`config.mk`:
```
export PLATFORM = sky130hd
export DESIGN_NAME = axis_width_packer
export DESIGN_NICKNAME = d
export VERILOG_FILES = /design/src/rtl/axis_pkg.sv /design/src/rtl/axis_sync_fifo.sv /design/src/rtl/axis_width_packer.sv
export SDC_FILE = /design/constraint.sdc
export NUM_CORES = 1
export LEC_CHECK = 0
export BUFFER_PORTS_ARGS = -buffer_cell sky130_fd_sc_hd__buf_2
export CAP_MARGIN = 20
export CORE_UTILIZATION = 60
export DETAILED_ROUTE_END_ITERATION = 10
export PLACE_DENSITY = 0.78
export RECOVER_POWER = 100
export REMOVE_ABC_BUFFERS = 1
export SYNTH_ARGS = -nofsm -noshare
export SYNTH_HDL_FRONTEND = slang
export SYNTH_HIERARCHICAL = 1
export SYNTH_SLANG_ARGS = --single-unit
```
`constraint.sdc`:
```
create_clock -name clk_i -period 15.3 [get_ports clk_i]
set_input_delay 2.295 -clock clk_i [delete_from_list [all_inputs] [get_ports clk_i]]
set_output_delay 2.295 -clock clk_i [all_outputs]
set_load 0.02 [all_outputs]
```
`src/rtl/axis_pkg.sv`:
```
// Shared constants and word-layout helpers for the AXI4-Stream width packer.
// FIFO payload layout, MSB to LSB: {tdata, tkeep, tlast}.
package axis_pkg;

  localparam int IN_BYTES_DEF   = 4;
  localparam int RATIO_DEF      = 4;
  localparam int FIFO_DEPTH_DEF = 4;

  function automatic int out_bytes(input int in_bytes, input int ratio);
    return in_bytes * ratio;
  endfunction

  function automatic int cnt_w(input int ratio);
    return $clog2(ratio);
  endfunction

  function automatic int lvl_w(input int depth);
    return $clog2(depth + 1);
  endfunction

  // tdata (8 bits per byte) + tkeep (1 bit per byte) + tlast
  function automatic int word_w(input int ob);
    return 9 * ob + 1;
  endfunction

endpackage

```
`src/rtl/axis_sync_fifo.sv`:
```
// Single-clock FIFO with occupancy count; read data is forced to zero while empty
// so the master-side outputs read as zero out of reset.
module axis_sync_fifo #(
  parameter int WIDTH = 8,
  parameter int DEPTH = 4,
  localparam int AW   = $clog2(DEPTH),
  localparam int LW   = $clog2(DEPTH + 1)
) (
  input  logic             clk_i,
  input  logic             rst_ni,
  input  logic             push,
  input  logic [WIDTH-1:0] wdata,
  input  logic             pop,
  output logic [WIDTH-1:0] rdata,
  output logic [LW-1:0]    level,
  output logic             full,
  output logic             empty
);

  localparam logic [LW-1:0] FULL_LVL = LW'(DEPTH);

  logic [WIDTH-1:0] mem [DEPTH];
  logic [AW-1:0]    wr_ptr;
  logic [AW-1:0]    rd_ptr;
  logic             do_push;
  logic             do_pop;

  assign full    = (level == FULL_LVL);
  assign empty   = (level == '0);
  assign do_push = push && !full;
  assign do_pop  = pop && !empty;
  assign rdata   = empty ? '0 : mem[rd_ptr];

  // NOTE: storage has no reset; only pointers and count need one, and leaving the
  // array out of the reset tree lets it map onto plain RAM/register-file cells.
  always_ff @(posedge clk_i) begin
    if (do_push) mem[wr_ptr] <= wdata;
  end

  // NOTE: non-blocking assignments keep every register sampling pre-edge values,
  // so the order of statements inside the block cannot change behaviour.
  always_ff @(posedge clk_i or negedge rst_ni) begin
    if (!rst_ni) begin
      wr_ptr <= '0;
      rd_ptr <= '0;
      level  <= '0;
    end else begin
      if (do_push) wr_ptr <= wr_ptr + 1'b1;
      if (do_pop)  rd_ptr <= rd_ptr + 1'b1;
      unique case ({do_push, do_pop})
        2'b10:   level <= level + 1'b1;
        2'b01:   level <= level - 1'b1;
        default: level <= level;
      endcase
    end
  end

endmodule

```
`src/rtl/axis_width_packer.sv`:
```
// AXI4-Stream upsizer: packs RATIO narrow beats (little-endian lanes) into one wide
// word, flushing early on TLAST, and buffers finished words in an output FIFO.
module axis_width_packer
  import axis_pkg::*;
#(
  parameter int IN_BYTES   = IN_BYTES_DEF,
  parameter int RATIO      = RATIO_DEF,
  parameter int FIFO_DEPTH = FIFO_DEPTH_DEF
) (
  input  logic                            clk_i,
  input  logic                            rst_ni,
  input  logic                            s_tvalid,
  output logic                            s_tready,
  input  logic [8*IN_BYTES-1:0]           s_tdata,
  input  logic                            s_tlast,
  output logic                            m_tvalid,
  input  logic                            m_tready,
  output logic [8*IN_BYTES*RATIO-1:0]     m_tdata,
  output logic [IN_BYTES*RATIO-1:0]       m_tkeep,
  output logic                            m_tlast,
  output logic [lvl_w(FIFO_DEPTH)-1:0]    level
);

  localparam int OUT_BYTES = out_bytes(IN_BYTES, RATIO);
  localparam int CNT_W     = cnt_w(RATIO);
  localparam int WORD_W    = word_w(OUT_BYTES);
  localparam int IN_W      = 8 * IN_BYTES;
  localparam int OUT_W     = 8 * OUT_BYTES;

  localparam logic [CNT_W-1:0] LAST_CNT = CNT_W'(RATIO - 1);

  logic                 run;
  logic [CNT_W-1:0]     beat_cnt;
  logic [OUT_W-1:0]     acc_data;
  logic [OUT_BYTES-1:0] acc_keep;
  logic [OUT_W-1:0]     merged_data;
  logic [OUT_BYTES-1:0] merged_keep;
  logic                 accept;
  logic                 complete;
  logic                 fifo_full;
  logic                 fifo_empty;
  logic [WORD_W-1:0]    push_word;
  logic [WORD_W-1:0]    head_word;

  // Ready depends only on registered state, never on m_tready.
  assign s_tready = run && !fifo_full;
  assign accept   = s_tvalid && s_tready;
  assign complete = accept && ((beat_cnt == LAST_CNT) || s_tlast);

  // NOTE: defaults first so every path assigns both outputs and no latch is inferred.
  always_comb begin
    merged_data = acc_data;
    merged_keep = acc_keep;
    for (int k = 0; k < RATIO; k++) begin
      if (beat_cnt == CNT_W'(k)) begin
        merged_data[k*IN_W +: IN_W]         = s_tdata;
        merged_keep[k*IN_BYTES +: IN_BYTES] = '1;
      end
    end
  end

  always_ff @(posedge clk_i or negedge rst_ni) begin
    if (!rst_ni) begin
      run      <= 1'b0;
      beat_cnt <= '0;
      acc_data <= '0;
      acc_keep <= '0;
    end else begin
      run <= 1'b1;
      if (accept) begin
        if (complete) begin
          beat_cnt <= '0;
          acc_data <= '0;
          acc_keep <= '0;
        end else begin
          beat_cnt <= beat_cnt + 1'b1;
          acc_data <= merged_data;
          acc_keep <= merged_keep;
        end
      end
    end
  end

  assign push_word = {merged_data, merged_keep, s_tlast};

  axis_sync_fifo #(
    .WIDTH (WORD_W),
    .DEPTH (FIFO_DEPTH)
  ) u_fifo (
    .clk_i  (clk_i),
    .rst_ni (rst_ni),
    .push   (complete),
    .wdata  (push_word),
    .pop    (m_tready),
    .rdata  (head_word),
    .level  (level),
    .full   (fifo_full),
    .empty  (fifo_empty)
  );

  assign m_tvalid = !fifo_empty;
  assign m_tdata  = head_word[WORD_W-1 -: OUT_W];
  assign m_tkeep  = head_word[OUT_BYTES:1];
  assign m_tlast  = head_word[0];

endmodule

```
==> impl_metrics.env <==
export IMPL_rsz0062_at_grt="no"
export IMPL_die_area_um2=50110
export IMPL_worstPathArrival_ns=9.90
export IMPL_hp_class="reg -> reg"
export IMPL_clk_path_buf_depth=3
export IMPL_power_switching_uw=2158
export IMPL_ant_nets=0
export IMPL_chipHeight_um=223.9
export IMPL_numCtsBuffers=72
export IMPL_p_seq_share_pct=40.6
export IMPL_netlist_cell_type_count=31
export IMPL_drt_wirelength_per_cell_um=24.01
export IMPL_layout_commonest_cell="edfxtp_1"
export IMPL_comb_power_share_pct=32.9
export IMPL_grt_ovfl_total=0
export IMPL_grt_max_degree=120
export IMPL_cts_sinks=734
export IMPL_regArea_um2=21270
export IMPL_synth_warnings=6
export IMPL_fillers=3112
export IMPL_syn_area_per_cell_um2=17.72
export IMPL_antenna_found_initial=2
export IMPL_syn_area_um2=29530
export IMPL_synth_cells=1667
export IMPL_cp_start_kind="input port"
export IMPL_worstPathRequired_ns=15.44
export IMPL_grt_usage_pct=25.16
export IMPL_tightest_slew_ns=4.753
export IMPL_violations="max-capacitance violations, max-slew violations"
export IMPL_slew_headroom_pct=-216.8
export IMPL_num_vias=15460
export IMPL_cts_max_level=3
export IMPL_final_core_util_pct=68.53
export IMPL_synth_seq_cells=734
export IMPL_grt_pass1_vias=16050
export IMPL_cts_tree="yes"
export IMPL_initial_utilization_pct=61.34
export IMPL_critPathMostFrequentCell="clkbuf_1"
export IMPL_status="finished with violations"
export IMPL_die_x_um=223.9
export IMPL_p_clk_share_pct=26.4
export IMPL_rows=80
export IMPL_intPower_uw=4411
export IMPL_worst_clock_skew_ns=0.02046
export IMPL_multi_input_area_um2=7592
export IMPL_finalSetupViolCount=0
export IMPL_finalCritPeriodShare_pct=63.81
export IMPL_final_cell_mix="edfxtp_1 (580), nand2_1 (194), dfrtp_1 (153)"
export IMPL_coreArea_um2=48150
export IMPL_switching_share_pct=32.85
export IMPL_ys_seq_area_share_pct=72.02
export IMPL_insertion_delay_ns=0.60
export IMPL_wirelength_um=61610
export IMPL_ir_drop_uv=216.0
export IMPL_period_needed_ns=9.763
export IMPL_gp_congestion=0.7385
export IMPL_power_leakage_uw=0.01228
export IMPL_cpPeakStageDelay_ns=2.95
export IMPL_io_buffers=186
export IMPL_path_cells="clkbuf_1 -> nand3b_1 -> nor2_4 -> nor2b_1 -> and2_0 -> clkbuf_1"
export IMPL_max_freq_ghz=0.1024
export IMPL_cp_end_kind="flop"
export IMPL_drive_gt1_share_pct=18.28
export IMPL_area_growth_pct=11.73
export IMPL_dp_hpwl_um=32630
export IMPL_path_clk_slew_ns=0.06
export IMPL_dr_pass1_iters=5
export IMPL_drcViolationCount=0
export IMPL_post_cts_buffers=0
export IMPL_cap_violations=26
export IMPL_first_iter_violations=1222
export IMPL_slew_viol_final=1248
export IMPL_cts_resized=0
export IMPL_crit_type="in -> reg"
export IMPL_cts_hold_buf=0
export IMPL_ioPinCount=187
export IMPL_power_density_nw_per_um2=199.1
export IMPL_routed_via_density=6.023
export IMPL_slowest_stage="and2_0"
export IMPL_grt_pass1_wl_um=93640
export IMPL_nNetsFinal=1897
export IMPL_clockRootBuffer="clkbuf_16"
export IMPL_worstPathMaxFanout=47
export IMPL_finalHoldViolCount=0
export IMPL_final_setup_tns_ns=0
area by class of cell:
class                      instances  share of cell area (%)
antenna                            1                0.007584
clock buffer                     110                   6.549
clock inverter                    23                  0.5688
inverter                          10                  0.1138
multi-input combinational        821                   23.01
sequential                       734                   64.47
tap                              656                   2.487
timing repair buffer             211                   2.791
logic make-up after synthesis:
logic type | synth area share, %
simple gates | 8.846
xor+xnor | 0.1780
compound gates | 0.2373
fa+ha+maj | 0.4491
flops | 72.02
mux | 16.01
buf+inv | 2.241
other cells | 0.01270
flip-flops by register name (all words and copies together) (netlist names):
signal         cells
acc_keep          16
u_fifo/mem       580
u_fifo/rd_ptr      2
run                1
u_fifo/wr_ptr      2
acc_data         128
beat_cnt           2
u_fifo/level       3
through the flow:
stage / total power [uW] / instances / hold WS (ns) / area (um2) / setup WS (ns)
after floorplan: 4330 / 1565 / 0.4420 / 28910 / 6.510
after global placement: 4854 / 2430 / 0.4528 / 30890 / 9.719
after detailed placement: 4917 / 2431 / 0.4584 / 30920 / 9.581
after CTS: 6658 / 2564 / 0.4734 / 33270 / 9.515
after global routing: 6843 / 2565 / 0.4914 / 32990 / 5.113
final: 6569 / 2566 / 0.4666 / 33000 / 5.537
worst paths after layout:
check                           startpoint                 end  slack (ns)  cells past startpoint
max                               s_tvalid  u_fifo/mem[2][138]        5.54                      6
min                            acc_data[6]         acc_data[6]        0.47                      2
max reg2reg                u_fifo/level[2]  u_fifo/mem[2][138]        6.65                      6
min reg2reg                    acc_data[6]         acc_data[6]        0.47                      2
max in group asynchronous           rst_ni       acc_data[104]        8.17                      3
min in group asynchronous           rst_ni       acc_data[107]        2.74                      1
synthesized netlist by cell type:
master / count / area share [%]
clkbuf_1: 24 / 0.31
a21oi_1: 12 / 0.20
xnor2_1: 3 / 0.089
edfxtp_1: 580 / 59
o21ai_0: 2 / 0.034
ha_1: 9 / 0.38
nand2_1: 194 / 2.5
mux2i_1: 1 / 0.034
nor2_8: 1 / 0.068
dfrtp_1: 154 / 13
nand3_1: 98 / 1.7
mux4_2: 145 / 11
buf_2: 43 / 0.73
nor2_2: 1 / 0.021
nor2b_1: 38 / 0.80
or2_2: 16 / 0.34
buf_8: 1 / 0.051
buf_4: 13 / 0.33
mux2_2: 129 / 4.9
buf_6: 17 / 0.65
fa_1: 1 / 0.068
buf_1: 4 / 0.051
and3b_1: 1 / 0.030
and2_1: 150 / 3.2
nand3b_4: 1 / 0.068
inv_1: 10 / 0.13
or3_1: 1 / 0.021
xor2_1: 3 / 0.089
nor3b_1: 1 / 0.025
nor2_1: 13 / 0.17
conb_1: 1 / 0.013
critical path, delay by kind of cell:
kind / cells / cell delay (ns)
simple gates: 4 / 5.20
buf+inv: 2 / 2.36
layer usage:
layer  vias up  GRT usage [%]  wire [um]
li1       6644              -          -
met1      8083          34.72      25270
met2       632          40.70      30190
met3        94          5.391       4768
met4         2          7.976       1366
met5         -              0         16
power by group through the flow:
stage	logic [uW]	clock network (uW)	registers [uW]
final	2160	1740	2670
after global routing	2310	1830	2690
after CTS	2230	1760	2660
after detailed placement	2220	0	2700
after global placement	2170	0	2680
after floorplan	1550	0	2780
(Power assumes the default switching activity.)
